## config.mk

```make
export PLATFORM = sky130hd
export DESIGN_NAME = can_fd_tx_bit_stuffer
export DESIGN_NICKNAME = d
export VERILOG_FILES = /design/src/rtl/can_fd_tx_bit_stuffer.sv
export SDC_FILE = /design/constraint.sdc
export NUM_CORES = 1
export LEC_CHECK = 0
export CAP_MARGIN = 20
export CELL_PAD_IN_SITES_DETAIL_PLACEMENT = 0
export CELL_PAD_IN_SITES_GLOBAL_PLACEMENT = 1
export CORE_UTILIZATION = 35
export DETAILED_ROUTE_END_ITERATION = 12
export PLACE_DENSITY = 0.78
export SYNTH_ARGS = -nofsm -noshare
export SYNTH_HDL_FRONTEND = slang
export SYNTH_SLANG_ARGS = --single-unit
```

## constraint.sdc

```tcl
create_clock -name clk_i -period 1.52 [get_ports clk_i]
set_input_delay 0.228 -clock clk_i [delete_from_list [all_inputs] [get_ports clk_i]]
set_output_delay 0.228 -clock clk_i [all_outputs]
set_load 0.005 [all_outputs]
```

## src/rtl/can_fd_tx_bit_stuffer.sv

```systemverilog
// CAN FD transmit bit stuffer: dynamic and fixed stuff-bit insertion, stuff
// counting for the ISO CRC field, arbitration-loss and bit-error detection.
module can_fd_tx_bit_stuffer #(
    parameter int unsigned STUFF_RUN = 5,
    parameter int unsigned FIXED_RUN = 4,
    parameter int unsigned CNT_W     = 3
) (
    input  logic             clk_i,
    input  logic             rst_i,
    input  logic             enable_i,
    input  logic             tx_point_i,
    input  logic             sample_point_i,
    input  logic             rx_i,
    input  logic             arb_i,
    input  logic             fixed_stuff_i,
    input  logic             bit_valid_i,
    input  logic             bit_i,
    output logic             bit_ready_o,
    output logic             tx_o,
    output logic             stuff_bit_o,
    output logic [CNT_W-1:0] stuff_count_o,
    output logic             arb_lost_o,
    output logic             bit_err_o,
    output logic             underrun_o
);
    localparam int unsigned RUN_W = $clog2(STUFF_RUN + 1);
    localparam int unsigned FIX_W = $clog2(FIXED_RUN + 1);

    logic             r_tx;
    logic             r_stuff_bit;
    logic [CNT_W-1:0] r_stuff_cnt;
    logic             r_arb_lost;
    logic             r_bit_err;
    logic             r_underrun;
    logic             r_last_bit;
    logic [RUN_W-1:0] r_run_cnt;
    logic [FIX_W-1:0] r_fix_cnt;
    logic             r_lost;
    logic             r_prev_fixed;
    logic             r_en_q;

    logic             w_active;
    logic             w_fix_entry;
    logic             w_fix_due;
    logic             w_dyn_due;
    logic             w_stuff;
    logic             w_take;
    logic             w_check;
    logic             w_arb_loss;
    logic             w_bit_err;
    logic             w_en_rise;
    logic [CNT_W-1:0] w_cnt_base;

    // Decode which action this bit time takes and whether the bus read disagrees.
    always_comb begin
        w_active    = enable_i & ~r_lost & tx_point_i & ~rst_i;
        w_fix_entry = fixed_stuff_i & ~r_prev_fixed;
        w_fix_due   = fixed_stuff_i & (r_fix_cnt == FIX_W'(FIXED_RUN));
        w_dyn_due   = ~fixed_stuff_i & (r_run_cnt == RUN_W'(STUFF_RUN));
        w_stuff     = w_fix_entry | w_fix_due | w_dyn_due;
        w_take      = w_active & ~w_stuff & bit_valid_i;
        w_check     = enable_i & ~r_lost & sample_point_i;
        w_arb_loss  = w_check & arb_i & r_tx & ~rx_i;
        w_bit_err   = w_check & ~w_arb_loss & (r_tx != rx_i);
        w_en_rise   = enable_i & ~r_en_q;
        w_cnt_base  = w_en_rise ? '0 : r_stuff_cnt;
    end

    assign bit_ready_o   = w_take;
    assign tx_o          = r_tx;
    assign stuff_bit_o   = r_stuff_bit;
    assign stuff_count_o = r_stuff_cnt;
    assign arb_lost_o    = r_arb_lost;
    assign bit_err_o     = r_bit_err;
    assign underrun_o    = r_underrun;

    // Bit-stream state: emitted bit, run/fixed counters, loss flag and pulses.
    always_ff @(posedge clk_i or posedge rst_i) begin
        if (rst_i) begin
            r_tx         <= 1'b1;
            r_stuff_bit  <= 1'b0;
            r_stuff_cnt  <= '0;
            r_arb_lost   <= 1'b0;
            r_bit_err    <= 1'b0;
            r_underrun   <= 1'b0;
            r_last_bit   <= 1'b1;
            r_run_cnt    <= '0;
            r_fix_cnt    <= '0;
            r_lost       <= 1'b0;
            r_prev_fixed <= 1'b0;
            r_en_q       <= 1'b0;
        end else begin
            r_en_q     <= enable_i;
            r_arb_lost <= 1'b0;
            r_bit_err  <= 1'b0;
            r_underrun <= 1'b0;
            if (!enable_i) begin
                // Idle: stuff count is kept for the upper layer until the next frame.
                r_tx         <= 1'b1;
                r_stuff_bit  <= 1'b0;
                r_last_bit   <= 1'b1;
                r_run_cnt    <= '0;
                r_fix_cnt    <= '0;
                r_lost       <= 1'b0;
                r_prev_fixed <= 1'b0;
            end else begin
                r_stuff_cnt <= w_cnt_base;
                if (w_active) begin
                    r_prev_fixed <= fixed_stuff_i;
                    if (w_stuff) begin
                        r_tx        <= ~r_last_bit;
                        r_stuff_bit <= 1'b1;
                        r_last_bit  <= ~r_last_bit;
                        if (w_dyn_due) begin
                            r_run_cnt   <= RUN_W'(1);
                            r_stuff_cnt <= w_cnt_base + CNT_W'(1);
                        end else begin
                            r_fix_cnt <= '0;
                        end
                    end else if (bit_valid_i) begin
                        r_tx        <= bit_i;
                        r_stuff_bit <= 1'b0;
                        r_last_bit  <= bit_i;
                        if (fixed_stuff_i) begin
                            r_fix_cnt <= r_fix_cnt + FIX_W'(1);
                        end else if (bit_i == r_last_bit) begin
                            r_run_cnt <= r_run_cnt + RUN_W'(1);
                        end else begin
                            r_run_cnt <= RUN_W'(1);
                        end
                    end else begin
                        r_tx        <= 1'b1;
                        r_stuff_bit <= 1'b0;
                        r_underrun  <= 1'b1;
                    end
                end
                // Loss overrides any bit launched in the same cycle; TX goes recessive.
                if (w_arb_loss) begin
                    r_arb_lost  <= 1'b1;
                    r_lost      <= 1'b1;
                    r_tx        <= 1'b1;
                    r_stuff_bit <= 1'b0;
                end
                if (w_bit_err) begin
                    r_bit_err <= 1'b1;
                end
            end
        end
    end
endmodule

```

# [Word-level counts from Yosys, hierarchy flattened]
# Index checks and enable logic that the tools add are counted.
# Widths: inputs -> output; s select.
[op_classes] addsub=3 eq_ne=12 mux=42 bitwise=26 n_reduce_logical=3
[op_table] op="$mux 3" n=17
[op_table] op="$mux 1" n=25
[op_table] op="$and 1x1->1" n=15
[op_table] op="$add 3x1->3 const B" n=3
[op_table] op="$ne 3x1->1 const B" n=3
[op_table] op="$not 1->1" n=9
[op_table] op="$reduce_and 4->1" n=2
[op_table] op="$eq 3x3->1 const B" n=2
[op_table] op="$ne 3x3->1 const B" n=2
[op_table] op="$ne 2x1->1 const B" n=2
[op_table] op="$ne 3x2->1 const B" n=1
[op_table] op="$or 1x1->1" n=2
[op_table] op="$reduce_and 2->1" n=1
[op_table] op="$eq 1x1->1" n=1
[op_table] op="$ne 1x1->1" n=1
[totals] regBits=18 inputBits=10 output_inout_bits=9 wordCells=98

# [Depth between registers and ports, before layout]
[logic_depth] depth_word=11 mapped_depth=6 depth_no_buf=6

# [Worst setup path after synthesis]
# OpenSTA, ideal clock, no wires.
[synth_path] kind="flip-flop to flip-flop" startpoint="register r_fix_cnt[0]" endpoint="register r_tx (netlist: tx_o)" setup_ps=82 t_arrival_ps=1574 t_required_ps=1438 setup_slack_ps=-136 stages_incl_launch_ff=7 path_buffers=0 synth_period_minus_slack_ps=1656 cell_sequence="dfrtp_1 inv_1 ha_1 a21bo_1 a21oi_4 mux2_4 o31a_1"
[synth_between] elab_chain_cells=8
[synth_rtl] element="start, declared" line_no="37" text="logic [FIX_W-1:0] r_fix_cnt;"
[synth_rtl] element="start signal, assigned" line_no="125" text="r_fix_cnt <= r_fix_cnt + FIX_W'(1);"
[synth_rtl] element="$eq 3x3->1" line_no="58" text="w_fix_due = fixed_stuff_i & (r_fix_cnt == FIX_W'(FIXED_RUN));"
[synth_rtl] element="$and 1x1->1" line_no="58"
[synth_rtl] element="$or 1x1->1 (2 in series)" line_no="60" text="w_stuff = w_fix_entry | w_fix_due | w_dyn_due;"
[synth_rtl] element="$mux 1" line_no="110" text="if (w_stuff) begin"
[synth_rtl] element="$mux 1" line_no="108" text="if (w_active) begin"
[synth_rtl] element="$mux 1" line_no="138" text="if (w_arb_loss) begin"
[synth_rtl] element="$mux 1" line_no="97" text="if (!enable_i) begin"
[synth_rtl] element="end signal, assigned" line_no="111" text="r_tx <= ~r_last_bit;"
[synth_rtl] element="end signal, assigned" line_no="121" text="r_tx <= bit_i;"
[synth_rtl] element="end, declared" line_no="29" text="logic r_tx;"
# No other way between the ends. The select of a mux whose other input is x is not followed.
# A chain may end at the register's enable or synchronous reset.

# [Final worst setup path]
[layout_path] startpoint="register r_fix_cnt[1]" endpoint="output port bit_ready_o"
[layout_between] elab_chain_cells=7
[layout_rtl] element="$eq 3x3->1" line_no="58"
[layout_rtl] element="$and 1x1->1" line_no="58"
[layout_rtl] element="$or 1x1->1 (2 in series)" line_no="60"
[layout_rtl] element="$not 1->1" line_no="61" text="w_take = w_active & ~w_stuff & bit_valid_i;"
[layout_rtl] element="$and 1x1->1 (2 in series)" line_no="61"
[layout_rtl] element="end, declared" line_no="18" text="output logic bit_ready_o,"
# No other way between the ends.

==> impl_metrics.yaml <==
setup_path:
  arrival_ps: 1500
  crit_fanout: 2
  crit_path_end_kind: "output pin"
  r2r_slack_ps: -210
  r2r_cells: 9
  r2r_end: "r_fix_cnt[2]"
  r2r_start: "r_fix_cnt[1]"
  critical_path_class: "flip-flop to output pin"
  worstSetupStartpointType: "flip-flop"
  required_ps: 1290
cts:
  cts_made_buffers: 3
  cts-root-buf: "clkbuf_4"
  clk_path_buf_depth: 2
  cts_htree_levels: 1
  cts_tree: "built"
  worstSkewPairLatency_ps: 300
  cts_hold_buf: 0
  clkSinkCount: 18
  clk_pin_slew_ps: 110
synth:
  synth_compound_area_share_pct: 15.95
  syn_inst: 96
  ys.warnings.count: 0
  synth_cell_type_count: 37
  synth_edf_count: 0
  syn_area_um2: 996.0
  synthMuxAreaShare_pct: 4.774
  synth-xor-area-share_pct: 2.638
  synthAdderAreaFrac_pct: 6.281
  synth_top_family_by_area: "simple AND/OR/NAND/NOR gates"
  syn_nets: 111
  yosys.area_share.simple_pct: 19.97
  synthTopCellsByArea: "dfrtp_1 (40%), ha_1 (6.3%), dfstp_2 (5.3%), inv_1 (3.8%), nand3_1 (3.5%)"
  synth_top_area_share_pct: 40.20
  synth_ff_type: "dfrtp_1"
  async_flop_share_pct: 100.0
  synth_top_cell_by_area: "dfrtp_1"
  synth_area_per_cell_um2: 10.37
  ys_seq_area_share_pct: 45.48
  ys_ff_latch: 18
placement:
  dp_cells: 168
  port_buffers: 18
  place_congestion: 0.7383
  pre_cts_ws_ps: -411.2
  dp_hpwl_um: 1755
sta:
  finalSetupViolCount: 6
  slew_violations: 0
  finalCritPeriodShare_pct: 114.0
  fin_crit_ps: 1732
  rsz0062_at_grt: "yes"
  fin_skew_ps: 15.24
  slew_headroom_pct: 81.51
  finalHoldViolCount: 0
  setup_slack_ps: -212.2
  worst_slew_pin_slew_ps: 277.4
  clock.fmax_mhz: 577.3
  whs_ps: 274.8
cells_and_area:
  final_common_cell: "buf_4"
  diodes: 0
  final_nets: 168
  drive_above_1_share_pct: 40.13
  final_cell_mix: "buf_4 (35), dfrtp_1 (16), clkdlybuf4s50_1 (15)"
  final_cell_count_no_fill: 182
  syn2layout_area_growth_pct: 57.04
power_and_ir_drop:
  pwr-share-seq_pct: 49.1
  p_switching_mw: 0.2569
  intPower_mw: 0.7751
  clkPwrFrac_pct: 28.6
  vdd_drop_max_mv: 0.6425
  p_leak_nw: 0.7569
  pwr-share-comb_pct: 22.3
  power.density_mw_per_mm2: 659.8
  switching_share_pct: 24.89
floorplan:
  ios: 19
  fp.coreArea_mm2: 0.002590
  start_util_pct: 38.45
  rows: 18
  die-area_mm2: 0.003063
  die_h_um: 55.35
  die-width_um: 55.35
global_route:
  antenna_found_initial: 0
  grt_pass1_vias: 883
  grt_pass1_wl_um: 4015
  grtUsageTotal_pct: 16.46
  gr-total-overflow: 0
  grt_max_degree: 13
routing:
  vias: 908
  routed_via_density: 4.989
  wl_per_cell_um: 13.51
  ant_nets: 0
  drt-initial-drc-count: 15
  drc: 0
  drt_pass1_iterations: 4
  routed_wl_um: 2459
status:
  violations: "negative setup slack"
  status: "finished with violations"
worst_hold_path:
  hold_path_class: "primary input to asynchronous set/reset pin"
job:
  drv_cap: 0
-- registers in the layout, summed over array words and instances, names as in the netlist --
register / count
arb_lost_o: 1
bit_err_o: 1
r_en_q: 1
r_fix_cnt: 3
r_last_bit: 1
r_lost: 1
r_prev_fixed: 1
r_run_cnt: 3
stuff_bit_o: 1
stuff_count_o: 3
tx_o: 1
underrun_o: 1
-- logic make-up after synthesis --
group | count (synthesis)
simple gates | 34
compound gates | 20
flops | 18
buf+inv | 12
fa+ha+maj | 5
mux | 4
xor+xnor | 3
-- synth_stat cells (2+ instances only) --
cell type  number
nor2b_1         2
nand2b_1        2
ha_1            5
nor2_1          2
dfrtp_1        16
o22ai_1         2
a21oi_1         5
inv_1          10
nand3_1         7
and2_1          4
nand2_1         8
o211ai_1        2
dfstp_2         2
and3_1          2
nor3_1          3
xor2_1          3
-- routing by layer --
metal / wire length, um / track usage (%) / vias to the layer above
met1: 1076 / 20.62 / 434
met5: 0 / 0 / -
met4: 42 / 2.143 / 0
met2: 1232 / 28.40 / 22
met3: 108 / 5.152 / 4
li1: - / - / 448
-- power groups by stage --
stage / registers (mW) / logic, mW / clock network (mW)
floorplan: 0.517 / 0.0863 / 0
global placement: 0.515 / 0.190 / 0
detailed placement: 0.517 / 0.195 / 0
CTS: 0.507 / 0.204 / 0.310
global route: 0.509 / 0.250 / 0.325
finish: 0.507 / 0.230 / 0.295
-- critical path: stages (launching register included) --
cell and delay [ps]:
dfrtp_1 380, inv_2 60, ha_4 150, a21bo_4 210
a21oi_4 120, and3_4 190, buf_6 90
-- what timing repair did --
action / in CTS / in global routing
buffers inserted: 4 / 6
hold endpoints to repair: 0 / 0
pin swaps: 4 / 5
resized for setup: 12 / 9
setup endpoints to repair: 7 / 12
gates cloned: 0 / 0
-- layout make-up --
cell class                      count  area [um^2]
Sequential cell                    18        452.9
Inverter                           10        37.54
Fill cell                         228         1026
Clock buffer                        4        36.28
Timing Repair Buffer               54        452.9
Tap cell                           30        37.54
Multi-Input combinational cell     66        546.8
-- how the worst max path moves through the flow --
stage                              from     endpoint  slack (ps)  depth (start not counted)
after floorplan            r_fix_cnt[0]         tx_o        -110                          6
after global routing       r_fix_cnt[1]  bit_ready_o        -280                          6
after detailed placement  fixed_stuff_i  bit_ready_o        -410                          5
final                      r_fix_cnt[1]  bit_ready_o        -210                          6
after global placement    fixed_stuff_i  bit_ready_o        -410                          5
after CTS                  r_fix_cnt[1]  bit_ready_o        -260                          6
-- stage by stage --
stage | instance area [um^2] | power [mW] | TNS [ps] | utilization, %
after global routing | 1564 | 1.084 | -1505 | 60.39
after detailed placement | 1398 | 0.7111 | -3042 | 53.96
final | 1564 | 1.032 | -936.2 | 60.39
after floorplan | 996.0 | 0.6030 | -112.7 | -
after global placement | 1398 | 0.7056 | -2816 | 53.96
after CTS | 1479 | 1.021 | -737.4 | 57.10
Note: power is estimated with default switching activity, not from simulation.
